<file path="src/rtl/spi_agc_pkg.sv">
// spi_agc_pkg: shared types and constants for the AGC SPI master.
//   state_t    - frame sequencer states
//   FRAME_BITS - bits per SPI frame (8 instruction + 8 data)
//   MODE_SPI   - control_mode encoding that enables SPI frames
`timescale 1ns/1ps
package spi_agc_pkg;

   typedef enum logic [2:0] {
      IDLE  = 3'd0,
      SETUP = 3'd1,
      SHIFT = 3'd2,
      HOLD  = 3'd3,
      GAP   = 3'd4
   } state_t;

   localparam int unsigned FRAME_BITS = 16;
   localparam int unsigned BIT_W      = $clog2(FRAME_BITS);
   localparam int unsigned CNT_W      = 8;
   localparam int unsigned BYTE_W     = 8;
   localparam logic [1:0]  MODE_SPI   = 2'b01;

endpackage

</file>
<file path="src/rtl/spi_agc_clkgen.sv">
// spi_agc_clkgen: SCLK half-period counter for the AGC SPI master.
// Ports:
//   main_clk, reg_reset_n - clock, async active-low reset
//   en                    - count enable (high only while shifting)
//   sclk_rise_c           - last main_clk cycle of the low half (sclk rises next)
//   sclk_fall_c           - last main_clk cycle of the high half (sclk falls next)
`timescale 1ns/1ps
module spi_agc_clkgen
   import spi_agc_pkg::*;
#(
   parameter int unsigned CLK_DIV = 4
) (
   input  logic main_clk,
   input  logic reg_reset_n,
   input  logic en,
   output logic sclk_rise_c,
   output logic sclk_fall_c
);

   logic [CNT_W-1:0] half_cnt;
   logic             phase;
   logic             half_end;

   assign half_end    = en && (half_cnt == CNT_W'(CLK_DIV - 1));
   assign sclk_rise_c = half_end && !phase;
   assign sclk_fall_c = half_end &&  phase;

   // Counter restarts from the low half whenever shifting is not active.
   always_ff @(posedge main_clk or negedge reg_reset_n) begin
      if (!reg_reset_n) begin
         half_cnt <= '0;
         phase    <= 1'b0;
      end else if (!en) begin
         half_cnt <= '0;
         phase    <= 1'b0;
      end else if (half_end) begin
         half_cnt <= '0;
         phase    <= !phase;
      end else begin
         half_cnt <= half_cnt + CNT_W'(1);
      end
   end

endmodule

</file>
<file path="src/rtl/spi_agc_master.sv">
// spi_agc_master: SPI shift engine for the AGC gain devices.
// Runs one 16-bit frame (instruction byte, then data byte) per start edge on
// the chip select of channel A or B, SPI mode 0, MSB first.
// Ports:
//   main_clk, reg_reset_n     - clock, async active-low reset
//   control_mode              - 2'b01 enables new frames
//   spi_mode                  - instruction byte, bit0 = 1 read / 0 write
//   spi_dataA, spi_dataB      - write data for channel A / B
//   channel                   - 0 = A, 1 = B
//   start                     - rising edge requests a frame
//   read_data                 - last byte captured in a read frame
//   busy, done                - frame in progress / one-cycle end pulse
//   sclk, mosi, miso          - SPI bus
//   cs_a_n, cs_b_n            - active-low chip selects
//   sdio_oe                   - SDIO drive enable (only with SPI_AGC_3WIRE_EN)
// Build option: define SPI_AGC_3WIRE_EN for 3-wire (shared SDIO) operation.
`timescale 1ns/1ps
module spi_agc_master
   import spi_agc_pkg::*;
#(
   parameter int unsigned CLK_DIV = 4,
   parameter int unsigned CS_GAP  = 8
) (
   input  logic       main_clk,
   input  logic       reg_reset_n,
   input  logic [1:0] control_mode,
   input  logic [7:0] spi_mode,
   input  logic [7:0] spi_dataA,
   input  logic [7:0] spi_dataB,
   input  logic       channel,
   input  logic       start,
   output logic [7:0] read_data,
   output logic       busy,
   output logic       done,
   output logic       sclk,
   output logic       mosi,
   input  logic       miso,
   output logic       cs_a_n,
   output logic       cs_b_n
`ifdef SPI_AGC_3WIRE_EN
   ,
   output logic       sdio_oe
`endif
);

   state_t                state, state_nxt;
   logic [CNT_W-1:0]      cnt, cnt_nxt;
   logic [BIT_W-1:0]      bit_cnt, bit_nxt;
   logic [FRAME_BITS-1:0] shreg, shreg_nxt;
   logic [BYTE_W-1:0]     rx, rx_nxt;
   logic [BYTE_W-1:0]     read_data_nxt;
   logic                  rd_q, rd_nxt;
   logic                  start_q;
   logic                  accept;
   logic                  busy_nxt, done_nxt, sclk_nxt, mosi_nxt;
   logic                  cs_a_nxt, cs_b_nxt;
   logic                  sclk_rise_c, sclk_fall_c;
`ifdef SPI_AGC_3WIRE_EN
   logic                  oe_nxt;
`endif

   // Rising edge of the start level, honoured only when idle and in SPI mode.
   assign accept = start && !start_q && (state == IDLE) && (control_mode == MODE_SPI);

   spi_agc_clkgen #(
      .CLK_DIV (CLK_DIV)
   ) u_clkgen (
      .main_clk    (main_clk),
      .reg_reset_n (reg_reset_n),
      .en          (state == SHIFT),
      .sclk_rise_c (sclk_rise_c),
      .sclk_fall_c (sclk_fall_c)
   );

   // State and output registers.
   always_ff @(posedge main_clk or negedge reg_reset_n) begin
      if (!reg_reset_n) begin
         state     <= IDLE;
         cnt       <= '0;
         bit_cnt   <= '0;
         shreg     <= '0;
         rx        <= '0;
         rd_q      <= 1'b0;
         start_q   <= 1'b0;
         read_data <= '0;
         busy      <= 1'b0;
         done      <= 1'b0;
         sclk      <= 1'b0;
         mosi      <= 1'b0;
         cs_a_n    <= 1'b1;
         cs_b_n    <= 1'b1;
`ifdef SPI_AGC_3WIRE_EN
         sdio_oe   <= 1'b0;
`endif
      end else begin
         state     <= state_nxt;
         cnt       <= cnt_nxt;
         bit_cnt   <= bit_nxt;
         shreg     <= shreg_nxt;
         rx        <= rx_nxt;
         rd_q      <= rd_nxt;
         start_q   <= start;
         read_data <= read_data_nxt;
         busy      <= busy_nxt;
         done      <= done_nxt;
         sclk      <= sclk_nxt;
         mosi      <= mosi_nxt;
         cs_a_n    <= cs_a_nxt;
         cs_b_n    <= cs_b_nxt;
`ifdef SPI_AGC_3WIRE_EN
         sdio_oe   <= oe_nxt;
`endif
      end
   end

   // Next-state and next-output logic.
   always_comb begin
      state_nxt     = state;
      cnt_nxt       = cnt;
      bit_nxt       = bit_cnt;
      shreg_nxt     = shreg;
      rx_nxt        = rx;
      rd_nxt        = rd_q;
      read_data_nxt = read_data;
      busy_nxt      = busy;
      done_nxt      = 1'b0;
      sclk_nxt      = sclk;
      mosi_nxt      = mosi;
      cs_a_nxt      = cs_a_n;
      cs_b_nxt      = cs_b_n;
`ifdef SPI_AGC_3WIRE_EN
      oe_nxt        = sdio_oe;
`endif

      case (state)
         IDLE: begin
            if (accept) begin
               state_nxt = SETUP;
               cnt_nxt   = '0;
               rd_nxt    = spi_mode[0];
               rx_nxt    = '0;
               // Data byte is zero-filled for reads so mosi idles low.
               shreg_nxt = {spi_mode,
                            spi_mode[0] ? BYTE_W'(0) : (channel ? spi_dataB : spi_dataA)};
               mosi_nxt  = spi_mode[7];
               busy_nxt  = 1'b1;
               cs_a_nxt  = channel;
               cs_b_nxt  = !channel;
`ifdef SPI_AGC_3WIRE_EN
               oe_nxt    = 1'b1;
`endif
            end
         end

         SETUP: begin
            if (cnt == CNT_W'(CLK_DIV - 1)) begin
               state_nxt = SHIFT;
               cnt_nxt   = '0;
               bit_nxt   = '0;
            end else begin
               cnt_nxt   = cnt + CNT_W'(1);
            end
         end

         SHIFT: begin
            if (sclk_rise_c) begin
               sclk_nxt = 1'b1;
               // Upper half of the bit counter marks the data phase.
               if (rd_q && bit_cnt[BIT_W-1]) begin
                  rx_nxt = {rx[BYTE_W-2:0], miso};
               end
            end
            if (sclk_fall_c) begin
               sclk_nxt  = 1'b0;
               mosi_nxt  = shreg[FRAME_BITS-2];
               shreg_nxt = {shreg[FRAME_BITS-2:0], 1'b0};
               bit_nxt   = bit_cnt + BIT_W'(1);
`ifdef SPI_AGC_3WIRE_EN
               // Release SDIO after the last instruction bit of a read.
               if (rd_q && (bit_cnt == BIT_W'(FRAME_BITS / 2 - 1))) begin
                  oe_nxt = 1'b0;
               end
`endif
               if (bit_cnt == BIT_W'(FRAME_BITS - 1)) begin
                  state_nxt = HOLD;
                  cnt_nxt   = '0;
               end
            end
         end

         HOLD: begin
            if (cnt == CNT_W'(CLK_DIV - 1)) begin
               state_nxt = GAP;
               cnt_nxt   = '0;
               cs_a_nxt  = 1'b1;
               cs_b_nxt  = 1'b1;
               done_nxt  = 1'b1;
               if (rd_q) begin
                  read_data_nxt = rx;
               end
`ifdef SPI_AGC_3WIRE_EN
               oe_nxt    = 1'b0;
`endif
            end else begin
               cnt_nxt   = cnt + CNT_W'(1);
            end
         end

         GAP: begin
            if (cnt == CNT_W'(CS_GAP - 1)) begin
               state_nxt = IDLE;
               cnt_nxt   = '0;
               busy_nxt  = 1'b0;
            end else begin
               cnt_nxt   = cnt + CNT_W'(1);
            end
         end

         default: begin
            state_nxt = IDLE;
         end
      endcase
   end

endmodule

</file>
<file path="config.mk">
export PLATFORM = sky130hd
export DESIGN_NAME = spi_agc_master
export DESIGN_NICKNAME = d
export VERILOG_FILES = /design/src/rtl/spi_agc_pkg.sv /design/src/rtl/spi_agc_clkgen.sv /design/src/rtl/spi_agc_master.sv
export SDC_FILE = /design/constraint.sdc
export NUM_CORES = 1
export LEC_CHECK = 0
export BUFFER_PORTS_ARGS = -buffer_cell sky130_fd_sc_hd__buf_2
export CAP_MARGIN = 5
export CORE_MARGIN = 10
export CORE_UTILIZATION = 25
export DETAILED_ROUTE_END_ITERATION = 10
export HOLD_SLACK_MARGIN = 0.08
export PLACE_DENSITY = 0.39
export SETUP_SLACK_MARGIN = 0.4
export SYNTH_ARGS = -nofsm -noshare
export SYNTH_HDL_FRONTEND = slang
export SYNTH_SLANG_ARGS = --single-unit
</file>
<file path="constraint.sdc">
create_clock -name main_clk -period 4.9 [get_ports main_clk]
set_clock_uncertainty 0.2 [all_clocks]
set_input_delay 0.245 -clock main_clk [delete_from_list [all_inputs] [get_ports main_clk]]
set_output_delay 0.245 -clock main_clk [all_outputs]
set_load 0.05 [all_outputs]
</file>
==> reports/qor.csv, run 1 <==
stage,metric,value,unit
setup_path,worstPathCellList,nor3b_2 -> buf_4 -> nor3_1 -> mux2_2,
grt,grt_overflow_total,0,
setup_path,critPathKind,reg2reg,
clocking,cts_tree,built,
timing,layout_worst_path_cycle_share,0.530,
grt,number_of_global_route_vias_before_repair,2563,
clocking,cts-htree-levels,3,
outcome,status,"finished, final reports clean",
setup_path,critical_path.n_buffers_inverters,1,
placement,pre_cts_slack,2270,ps
logic_synthesis,synthArstFlopShare,1.00,
setup_path,startpoint_type,register,
timing,setup_violations,0,
setup_path,critical_path_peak_fanout,17,
clocking,cts_made_buffers,9,
layout,filler_cell_count,1341,
die,core_rows,41,
routing,detailedRoute.firstIterationViolations,111,
clocking,tritoncts_num_sinks,63,
min_path,min_to,cs_a_n$_DFFE_PN1P_,
setup_path,critical_path_cell_count,4,
layout,finish.net_count,400,
layout,instances_no_fill,543,
grt,first_pass_grt_wire_length,12900,um
logic_synthesis,synth.top_cells.by_count,"sky130_fd_sc_hd__dfrtp_1 (61), sky130_fd_sc_hd__nand2_1 (37), sky130_fd_sc_hd__nor2_1 (21), sky130_fd_sc_hd__inv_1 (20), sky130_fd_sc_hd__mux2i_1 (20)",
setup_path,crit_path_top_delay_cell,sky130_fd_sc_hd__nor3b_2,
setup_path,worst_path_largest_cell_delay,950,ps
power,ir_worst_vdd,0.000292,V
clocking,clockRootBuffer,sky130_fd_sc_hd__clkbuf_16,
power,power_density,535,nW/um2
logic_synthesis,synthDistinctLibCells,51,
logic_synthesis,ys_ff_latch,63,
timing,worst_pin_slew,1090,ps
timing,grt_setup_unrepaired,false,
die,design.die.area,17800,um2
routing,route.final.wire_length,7490,um
setup_path,cp-end-kind,register,
setup_path,r2r_cells,4,
logic_synthesis,synth-warning-count,0,
layout,syn2layout_area_growth,23.6,%
run,max-cap-violations,0,
timing,setup-tns-final,0,ps
setup_path,ff2ff_setup_slack,2300,ps
routing,drt-pass1-iter-count,4,
setup_path,r2r-start,state[1]$_DFFE_PN0P_,
timing,number_of_max_slew_violations_in_the_final_report,0,
placement,io_buffers,44,
clocking,post-cts-setup-buffer-count,0,
min_path,hold_class,in2reg,
timing,final_worst_path_setup_slack,2300,ps
routing,detail_route.wl_per_cell,13.8,um
routing,drc,0,
timing,max_freq,385,MHz
logic_synthesis,synthesis.nets,347,
clocking,path_clk_slew,60,ps
die,die-width,133,um
routing,viasPerCell,4.43,
clocking,clock_tree.buffer_depth,2,
logic_synthesis,syn-cell-area,3220,um2
routing,route.vias.total,2403,
grt,grt.total_usage,0.0891,
logic_synthesis,ys_seq_area_frac,0.491,
min_path,hold_path.startpoint,channel,
setup_path,worst_reg2reg_endpoint,shreg[0]$_DFFE_PN0P_,
clocking,clk-insertion-delay-late,330,ps
timing,slew_headroom,0.269,
layout,regArea,1580,um2
layout,multi_input_area,1480,um2
clocking,post_cts_resized,0,
logic_synthesis,yosysMostFrequentCell,sky130_fd_sc_hd__dfrtp_1,
logic_synthesis,yosys.area.top_type_share,0.474,
die,die_height,133,um
grt,antenna_found_initial,0,
setup_path,worstPathRequired,4910,ps
die,design.portCount,45,
grt,grt_start_max_net_pins,64,
logic_synthesis,syn_inst,313,
timing,period_needed,2600,ps
placement,routabilityCongestion,0.715,
layout,diodes,0,
logic_synthesis,synth_top_flop_cell,sky130_fd_sc_hd__dfrtp_1,
power,totalPowerFinal,0.00213,W
logic_synthesis,ys_top_cells_by_area,"sky130_fd_sc_hd__dfrtp_1 (47%), sky130_fd_sc_hd__mux2_2 (6.6%), sky130_fd_sc_hd__mux2i_1 (6.2%)",
logic_synthesis,synth_top_area_cell,sky130_fd_sc_hd__dfrtp_1,
timing,final-hold-violation-count,0,
layout,post_route_cells_drive_above_1_share,0.245,
placement,post-place-cells,516,
routing,route.antenna.remaining_nets,0,
clocking,hold_buf_cts,11,
die,core_region_area,12600,um2
logic_synthesis,post_synth.cell_area_avg,10.3,um2
die,floorplan.initialDensity,0.255,
logic_synthesis,number_of_enable_flip_flop_cells_after_synthesis,0,
setup_path,critPathTopFamily,simple AND/OR/NAND/NOR gates,
placement,post-dp-hpwl,5120,um
setup_path,worst-endpoint-arrival,2610,ps
power,p_leak,1.87,nW
min_path,min_delay_path_depth,3,
worst reg2reg max path: stages (launching register included):
cell,delay [ps]
sky130_fd_sc_hd__dfrtp_1,620
sky130_fd_sc_hd__nor3b_2,960
sky130_fd_sc_hd__buf_4,370
sky130_fd_sc_hd__nor3_1,80
sky130_fd_sc_hd__mux2_2,260
cell families after synthesis:
| group | count (synthesis) | share of synthesized area |
|---|---|---|
| compound gates | 45 | 0.0918 |
| xor+xnor | 9 | 0.0245 |
| fa+ha+maj | 3 | 0.0117 |
| buf+inv | 35 | 0.0505 |
| flops | 63 | 0.491 |
| mux | 42 | 0.143 |
| simple gates | 116 | 0.188 |
metrics by stage:
step,area [um2],util,hold WS (ps)
finish,3980,0.315,115
global route,3980,0.315,126
CTS,3980,0.315,115
detailed placement,3590,0.284,184
global placement,3590,0.284,180
floorplan,3220,-,-251
worst max-delay path by stage:
| stage | from | end | slack [ps] |
|---|---|---|---|
| floorplan | u_clkgen.half_cnt[0]$_DFF_PN0_ | shreg[12]$_DFFE_PN0P_ | 2710 |
| global placement | u_clkgen.half_cnt[0]$_DFF_PN0_ | shreg[14]$_DFFE_PN0P_ | 2320 |
| detailed placement | state[1]$_DFFE_PN0P_ | shreg[0]$_DFFE_PN0P_ | 2270 |
| CTS | control_mode[1] | rx[4]$_DFFE_PN0P_ | 2230 |
| global route | state[1]$_DFFE_PN0P_ | shreg[7]$_DFFE_PN0P_ | 2030 |
| finish | state[1]$_DFFE_PN0P_ | shreg[0]$_DFFE_PN0P_ | 2300 |
registers in the layout, summed over array words and instances, names as in the netlist:
register	flops
bit_cnt	4
busy	1
cnt	8
cs_a_n	1
cs_b_n	1
done	1
mosi	1
rd_q	1
read_data	8
rx	8
sclk	1
shreg	15
start_q	1
state	3
u_clkgen.half_cnt	8
u_clkgen.phase	1
cell usage in the layout, fill, tap and decap left out, drive strengths merged, types with 2 or more instances in the layout:
cell type	instances
a211o	2
a21oi	12
a41oi	2
and2	4
and3	4
buf	46
clkbuf	15
dfrtp	61
dfstp	2
dlygate4sd3	11
ha	3
inv	20
mux2	22
mux2i	20
nand2	37
nand2b	3
nand3	11
nand4	3
nor2	21
nor2b	3
nor3	15
nor4	2
nor4b	3
nor4bb	2
o21a	3
o21ai	10
o22ai	5
o311a	2
o31a	3
or3b	2
xnor2	2
xor2	7
layer usage:
layer	vias up	share of wire	wire length, um	global-route usage
li1	1204	-	-	-
met4	0	0.011	82	0.0236
met3	8	0.038	281	0.0350
met1	1157	0.49	3710	0.116
met5	-	0	0	0
met2	34	0.46	3420	0.135
layout make-up:
cell class / instances / area share
flip-flops and latches: 63 / 0.397
multi-input cells: 215 / 0.372
repair buffers: 57 / 0.0868
clock buffers: 15 / 0.0698
well taps: 172 / 0.0541
inverters: 20 / 0.0189
clock inverters: 1 / 0.00126
power by group:
part / switching (W) / total, W / leakage, nW / internal, W
logic: 0.000427 / 0.000688 / 0.912 / 0.000260
clock network: 0.000220 / 0.000603 / 0.140 / 0.000383
registers: 0.000144 / 0.000836 / 0.813 / 0.000692
total: 0.000791 / 0.00213 / 1.87 / 0.00134
No activity file was read; power rests on OpenSTA's default activity.
==> run 2: changes to the inputs <==
clock period = 2.7 ns   (was 4.9 ns; I/O delays follow)
==> run 2 against run 1 <==
Net effect: via count rose by 3.5%; critical path depth rose by 2; cell count rose by 3.1%; global-route usage fell by 0.43 points; sequential cell count did not move; routed wire length fell by 1.7%; register-to-register slack got worse by 1800 ps; core utilization rose by 1.4 points; non-clock buffer count rose by 17; die area did not move; design area rose by 4.6%; critical endpoint is now shreg[14]$_DFFE_PN0P_; highest routed layer unchanged.
==> reports/qor.csv, run 2 (same netlist as run 1, synthesis figures left out) <==
stage,metric,value,unit
outcome,status,"finished, final reports clean",
grt,grt_overflow_total,0,
layout,post_route_cells_drive_above_1_share,0.284,
min_path,hold_class,in2reg,
timing,final-hold-violation-count,0,
setup_path,worst_path_largest_cell_delay,380,ps
timing,number_of_max_slew_violations_in_the_final_report,0,
placement,post-place-cells,525,
setup_path,r2r_cells,6,
grt,antenna_found_initial,0,
timing,slew_headroom,0.558,
layout,layout.cells.most_common,sky130_fd_sc_hd__dfrtp_1,
min_path,min_delay_path_depth,5,
routing,detailedRoute.firstIterationViolations,117,
die,design.die.area,17800,um2
setup_path,critical_path_peak_fanout,16,
grt,first_pass_grt_wire_length,12300,um
routing,viasPerCell,4.44,
layout,diodes,0,
routing,detail_route.wl_per_cell,13.2,um
setup_path,ff2ff_setup_slack,520,ps
layout,finish.net_count,417,
routing,route.vias.total,2486,
placement,post_dp_cell_area,3670,um2
die,core_rows,41,
grt,number_of_global_route_vias_before_repair,2544,
layout,mostFrequentLayoutCells,"sky130_fd_sc_hd__dfrtp_1 (61), sky130_fd_sc_hd__buf_2 (44), sky130_fd_sc_hd__nand2_1 (36), sky130_fd_sc_hd__nor2_1 (21)",
setup_path,critPathKind,reg2reg,
layout,instances_no_fill,560,
setup_path,timing.critical_path.from,u_clkgen.half_cnt[1]$_DFF_PN0_,
placement,post-dp-hpwl,5110,um
timing,period_needed,2180,ps
timing,grt_setup_unrepaired,false,
clocking,cts_made_buffers,9,
layout,post-route-cell-area,4160,um2
run,max-cap-violations,0,
timing,hold_ws,74.5,ps
setup_path,worstPathCellList,ha_2 -> nor4b_4 -> nand4_1 -> a211o_1 -> buf_4 -> mux2_4,
setup_path,crit_end,shreg[14]$_DFFE_PN0P_,
setup_path,worstPathRequired,2710,ps
timing,final_worst_path_setup_slack,521,ps
clocking,path_clk_slew,50,ps
clocking,tritoncts_num_sinks,63,
clocking,cts-htree-levels,3,
setup_path,startpoint_type,register,
layout,filler_cell_count,1333,
placement,pre_cts_slack,345,ps
layout,largest_register_ffs,15,
placement,io_buffers,44,
routing,drc,0,
grt,grt.total_usage,0.0848,
routing,route.final.wire_length,7370,um
die,core_region_area,12600,um2
routing,route.antenna.remaining_nets,0,
clocking,clockRootBuffer,sky130_fd_sc_hd__clkbuf_16,
setup_path,cp-end-kind,register,
clocking,clk-insertion-delay-late,330,ps
power,ir_worst_vdd,0.000361,V
timing,setup_violations,0,
clocking,cts_tree,built,
timing,setup-tns-final,0,ps
setup_path,r2r-start,u_clkgen.half_cnt[1]$_DFF_PN0_,
layout,regArea,1580,um2
power,p_leak,1.96,nW
routing,drt-pass1-iter-count,4,
layout,registers.top_by_ff_count,shreg,
setup_path,worst-endpoint-arrival,2190,ps
setup_path,worst_reg2reg_endpoint,shreg[14]$_DFFE_PN0P_,
layout,multi_input_area,1490,um2
clocking,clock_tree.buffer_depth,2,
die,die_height,133,um
timing,layout_worst_path_cycle_share,0.807,
die,floorplan.initialDensity,0.255,
timing,max_freq,459,MHz
grt,grt_start_max_net_pins,64,
timing,worst_pin_slew,655,ps
layout,syn2layout_area_growth,29.3,%
power,power_density,959,nW/um2
setup_path,crit_path_top_delay_cell,sky130_fd_sc_hd__dfrtp_1,
die,design.portCount,45,
die,die-width,133,um
placement,routabilityCongestion,0.701,
[run 2: report_power, final]
part           switching, W  internal, W  total, W  leakage (nW)
Sequential         0.000250      0.00125   0.00150         0.813
Combinational      0.000795     0.000531   0.00133          1.00
Clock              0.000419     0.000739   0.00116         0.142
Total               0.00146      0.00252   0.00399          1.96
[run 2: worst min path at each step]
stage                 start                      to  slack, ps
2_1_floorplan   reg_reset_n  bit_cnt[0]$_DFFE_PN0P_       -360
3_3_place_gp    reg_reset_n        mosi$_DFFE_PN0P_        -20
3_5_place_dp    reg_reset_n    shreg[0]$_DFFE_PN0P_        -20
4_1_cts        spi_dataB[2]    shreg[2]$_DFFE_PN0P_         80
5_1_grt        spi_dataA[7]    shreg[7]$_DFFE_PN0P_        130
6_report       spi_dataB[2]    shreg[2]$_DFFE_PN0P_         70
[run 2: layout make-up]
type | count | share of cell area
clock buffer | 11 | 0.0583
sequential | 63 | 0.380
timing repair buffer | 74 | 0.119
clock inverter | 5 | 0.0141
multi-input combinational | 215 | 0.359
tap | 172 | 0.0517
inverter | 20 | 0.0180
[run 2: timing repair]
action / in CTS / in global routing
endpoints found under the hold margin: 77 / 0
resized for setup: 1 / 3
endpoints found under the setup margin: 8 / 23
hold buffers: 15 / 0
buffers inserted: 2 / 2
[run 2: critical path, delay by kind of cell, from the launching register on]
kind                     cells  cell delay (ps)
AO/OA/AOI/OAI                1              310
adder cells (fa/ha/maj)      1              230
buffers and inverters        1              220
flip-flops                   1              380
multiplexers                 1              320
AND/OR/NAND/NOR              2              410
[run 2: layer usage]
layer,vias to the layer above,share of wire,global-route usage
li1,1241,-,-
met3,11,0.038,0.0312
met2,37,0.47,0.135
met4,0,0.015,0.0296
met1,1197,0.47,0.103
met5,-,0,0
[run 2: through the flow]
| step | util | total power [W] |
|---|---|---|
| finish | 0.330 | 0.00399 |
| global route | 0.330 | 0.00426 |
| CTS | 0.328 | 0.00404 |
| detailed placement | 0.291 | 0.00284 |
| global placement | 0.291 | 0.00283 |
| floorplan | - | 0.00245 |
==> run 3: changes to the inputs <==
PLACE_DENSITY = 0.41   (was 0.39)
clock period = 1.9 ns   (was 2.7 ns; I/O delays follow)
==> run 3 against run 2 <==
Net effect: the flow now finishes with violations (setup timing); maximum frequency up 6.2%; register-to-register slack worse by 670 ps; non-clock buffer count up 63; sequential cell count unchanged; sequential share of layout area down 7.1 points; global-route usage up 1.7 points; die area unchanged; power up 69%; cell count up 11%; critical path type unchanged; highest routed layer unchanged.
==> reports/qor.csv, run 3 (same netlist as run 1, synthesis figures left out) <==
stage,metric,value,unit
timing,setup_violations,30,
layout,diodes,0,
grt,grt_start_max_net_pins,64,
clocking,clockRootBuffer,sky130_fd_sc_hd__clkbuf_16,
timing,worst_pin_slew,416,ps
routing,detail_route.wl_per_cell,14.0,um
routing,route.antenna.remaining_nets,0,
power,clockPowerShare,0.233,
die,design.die.area,17800,um2
layout,largest_register_ffs,15,
clocking,cts-htree-levels,3,
timing,setup-tns-final,-2450,ps
die,die_height,133,um
setup_path,startpoint_type,register,
layout,post_route_cells_drive_above_1_share,0.463,
timing,max_freq,487,MHz
timing,hold_ws,67.6,ps
placement,post-dp-hpwl,5810,um
timing,number_of_max_slew_violations_in_the_final_report,0,
grt,antenna_found_initial,0,
routing,viasPerCell,4.35,
layout,mostFrequentLayoutCells,"sky130_fd_sc_hd__dfrtp_1 (57), sky130_fd_sc_hd__buf_2 (44), sky130_fd_sc_hd__buf_4 (44), sky130_fd_sc_hd__nand2_1 (33)",
routing,route.vias.total,2712,
timing,grt_setup_unrepaired,true,
outcome,violations_in_the_final_reports,setup timing,
power,power_density,1310,nW/um2
layout,layout.cells.most_common,sky130_fd_sc_hd__dfrtp_1,
grt,number_of_global_route_vias_before_repair,2980,
routing,detailedRoute.firstIterationViolations,67,
die,core_rows,41,
power,p_comb_frac,0.451,
timing,final-hold-violation-count,0,
layout,syn2layout_area_growth,59.3,%
setup_path,cp-end-kind,register,
timing,final_worst_path_setup_slack,-152,ps
power,cell_internal_pwr,0.00416,W
placement,io_buffers,44,
grt,grt.total_usage,0.102,
timing,slew_headroom,0.720,
clocking,tritoncts_num_sinks,63,
grt,grt_overflow_total,0,
clocking,clock_tree.buffer_depth,2,
die,core_region_area,12600,um2
timing,layout_worst_path_cycle_share,1.08,
power,switching_share,0.382,
run,max-cap-violations,0,
power,totalPowerFinal,0.00673,W
power,power.sequential.fraction,0.317,
layout,finish.utilization,0.406,
clocking,path_clk_slew,60,ps
placement,routabilityCongestion,0.756,
layout,registers.top_by_ff_count,shreg,
setup_path,worstPathRequired,1920,ps
routing,drc,0,
layout,finish.net_count,480,
grt,first_pass_grt_wire_length,14800,um
outcome,status,"complete, but fails checks",
setup_path,worst-endpoint-arrival,2070,ps
setup_path,critical_path_peak_fanout,12,
die,design.portCount,45,
routing,route.final.wire_length,8700,um
die,die-width,133,um
timing,period_needed,2050,ps
clocking,cts_tree,built,
die,floorplan.initialDensity,0.255,
routing,drt-pass1-iter-count,4,
power,p_leak,2.38,nW
clocking,clk-insertion-delay-late,330,ps
clocking,cts_made_buffers,9,
setup_path,critPathKind,reg2reg,
power,power_switching,0.00257,W
min_path,hold_class,in2reg,
power,ir_worst_vdd,0.000543,V
run 3: cell types whose count changed in the layout (fill, tap and decap cells not counted), sizes merged:
| cell | previous run | this run |
|---|---|---|
| bufinv | 1 | 0 |
| inv | 20 | 21 |
| buf | 59 | 115 |
| clkinvlp | 2 | 3 |
| clkbuf | 11 | 10 |
| dlygate4sd3 | 15 | 22 |
run 3: power by group through the flow:
stage               registers [W]  logic [W]  clock network (W)
finish                    0.00213    0.00303            0.00157
floorplan                 0.00242    0.00135                  0
global route              0.00220    0.00333            0.00168
detailed placement        0.00212    0.00249                  0
global placement          0.00212    0.00248                  0
CTS                       0.00212    0.00281            0.00162
run 3: worst max-delay path, stage by stage (launching register included):
cell	delay (ps)
sky130_fd_sc_hd__dfrtp_1	360
sky130_fd_sc_hd__ha_2	190
sky130_fd_sc_hd__nor4b_4	230
sky130_fd_sc_hd__nand4_1	160
sky130_fd_sc_hd__a211o_1	330
sky130_fd_sc_hd__buf_12	160
sky130_fd_sc_hd__mux2_4	300
run 3: worst paths after layout:
kind / start / to / slack, ps / cells after the start
max: u_clkgen.half_cnt[1]$_DFF_PN0_ / shreg[13]$_DFFE_PN0P_ / -150 / 6
min: control_mode[1] / busy$_DFFE_PN0P_ / 70 / 5
max reg2reg: u_clkgen.half_cnt[1]$_DFF_PN0_ / shreg[13]$_DFFE_PN0P_ / -150 / 6
min reg2reg: sclk$_DFFE_PN0P_ / sclk$_DFFE_PN0P_ / 290 / 2
max in group asynchronous: reg_reset_n / cnt[7]$_DFFE_PN0P_ / 1070 / 3
min in group asynchronous: reg_reset_n / u_clkgen.half_cnt[5]$_DFF_PN0_ / 90 / 3
run 3: repair_timing:
action,CTS,global route
hold endpoints to repair,83,0
pin swaps,25,16
hold buffers,22,0
gates resized for setup,67,21
endpoints found under the setup margin,62,62
buffers inserted,9,11
run 3: through the flow:
step,instances,instance area (um2),worst slack (ps)
2_1_floorplan,313,3410,-238
3_3_place_gp,565,4130,-129
3_5_place_dp,565,4130,-159
4_1_cts,612,4950,-145
5_1_grt,623,5130,-202
6_report,623,5130,-152
run 3: cell type report:
cell class | count | area, um2
fillers | 1291 | 7490
well taps | 172 | 215
clock buffers | 10 | 239
inverters | 20 | 75.1
flip-flops and latches | 63 | 1580
clock inverters | 6 | 45.0
repair buffers | 137 | 1120
multi-input cells | 215 | 1850
run 3: metal layers:
metal | GRT usage | up-vias | share of wire | routed length, um
met5 | 0 | - | 0 | 0
met4 | 0.0484 | 0 | 0.016 | 135
met3 | 0.0259 | 12 | 0.034 | 295
met2 | 0.158 | 29 | 0.48 | 4210
met1 | 0.129 | 1308 | 0.47 | 4060
li1 | - | 1363 | - | -
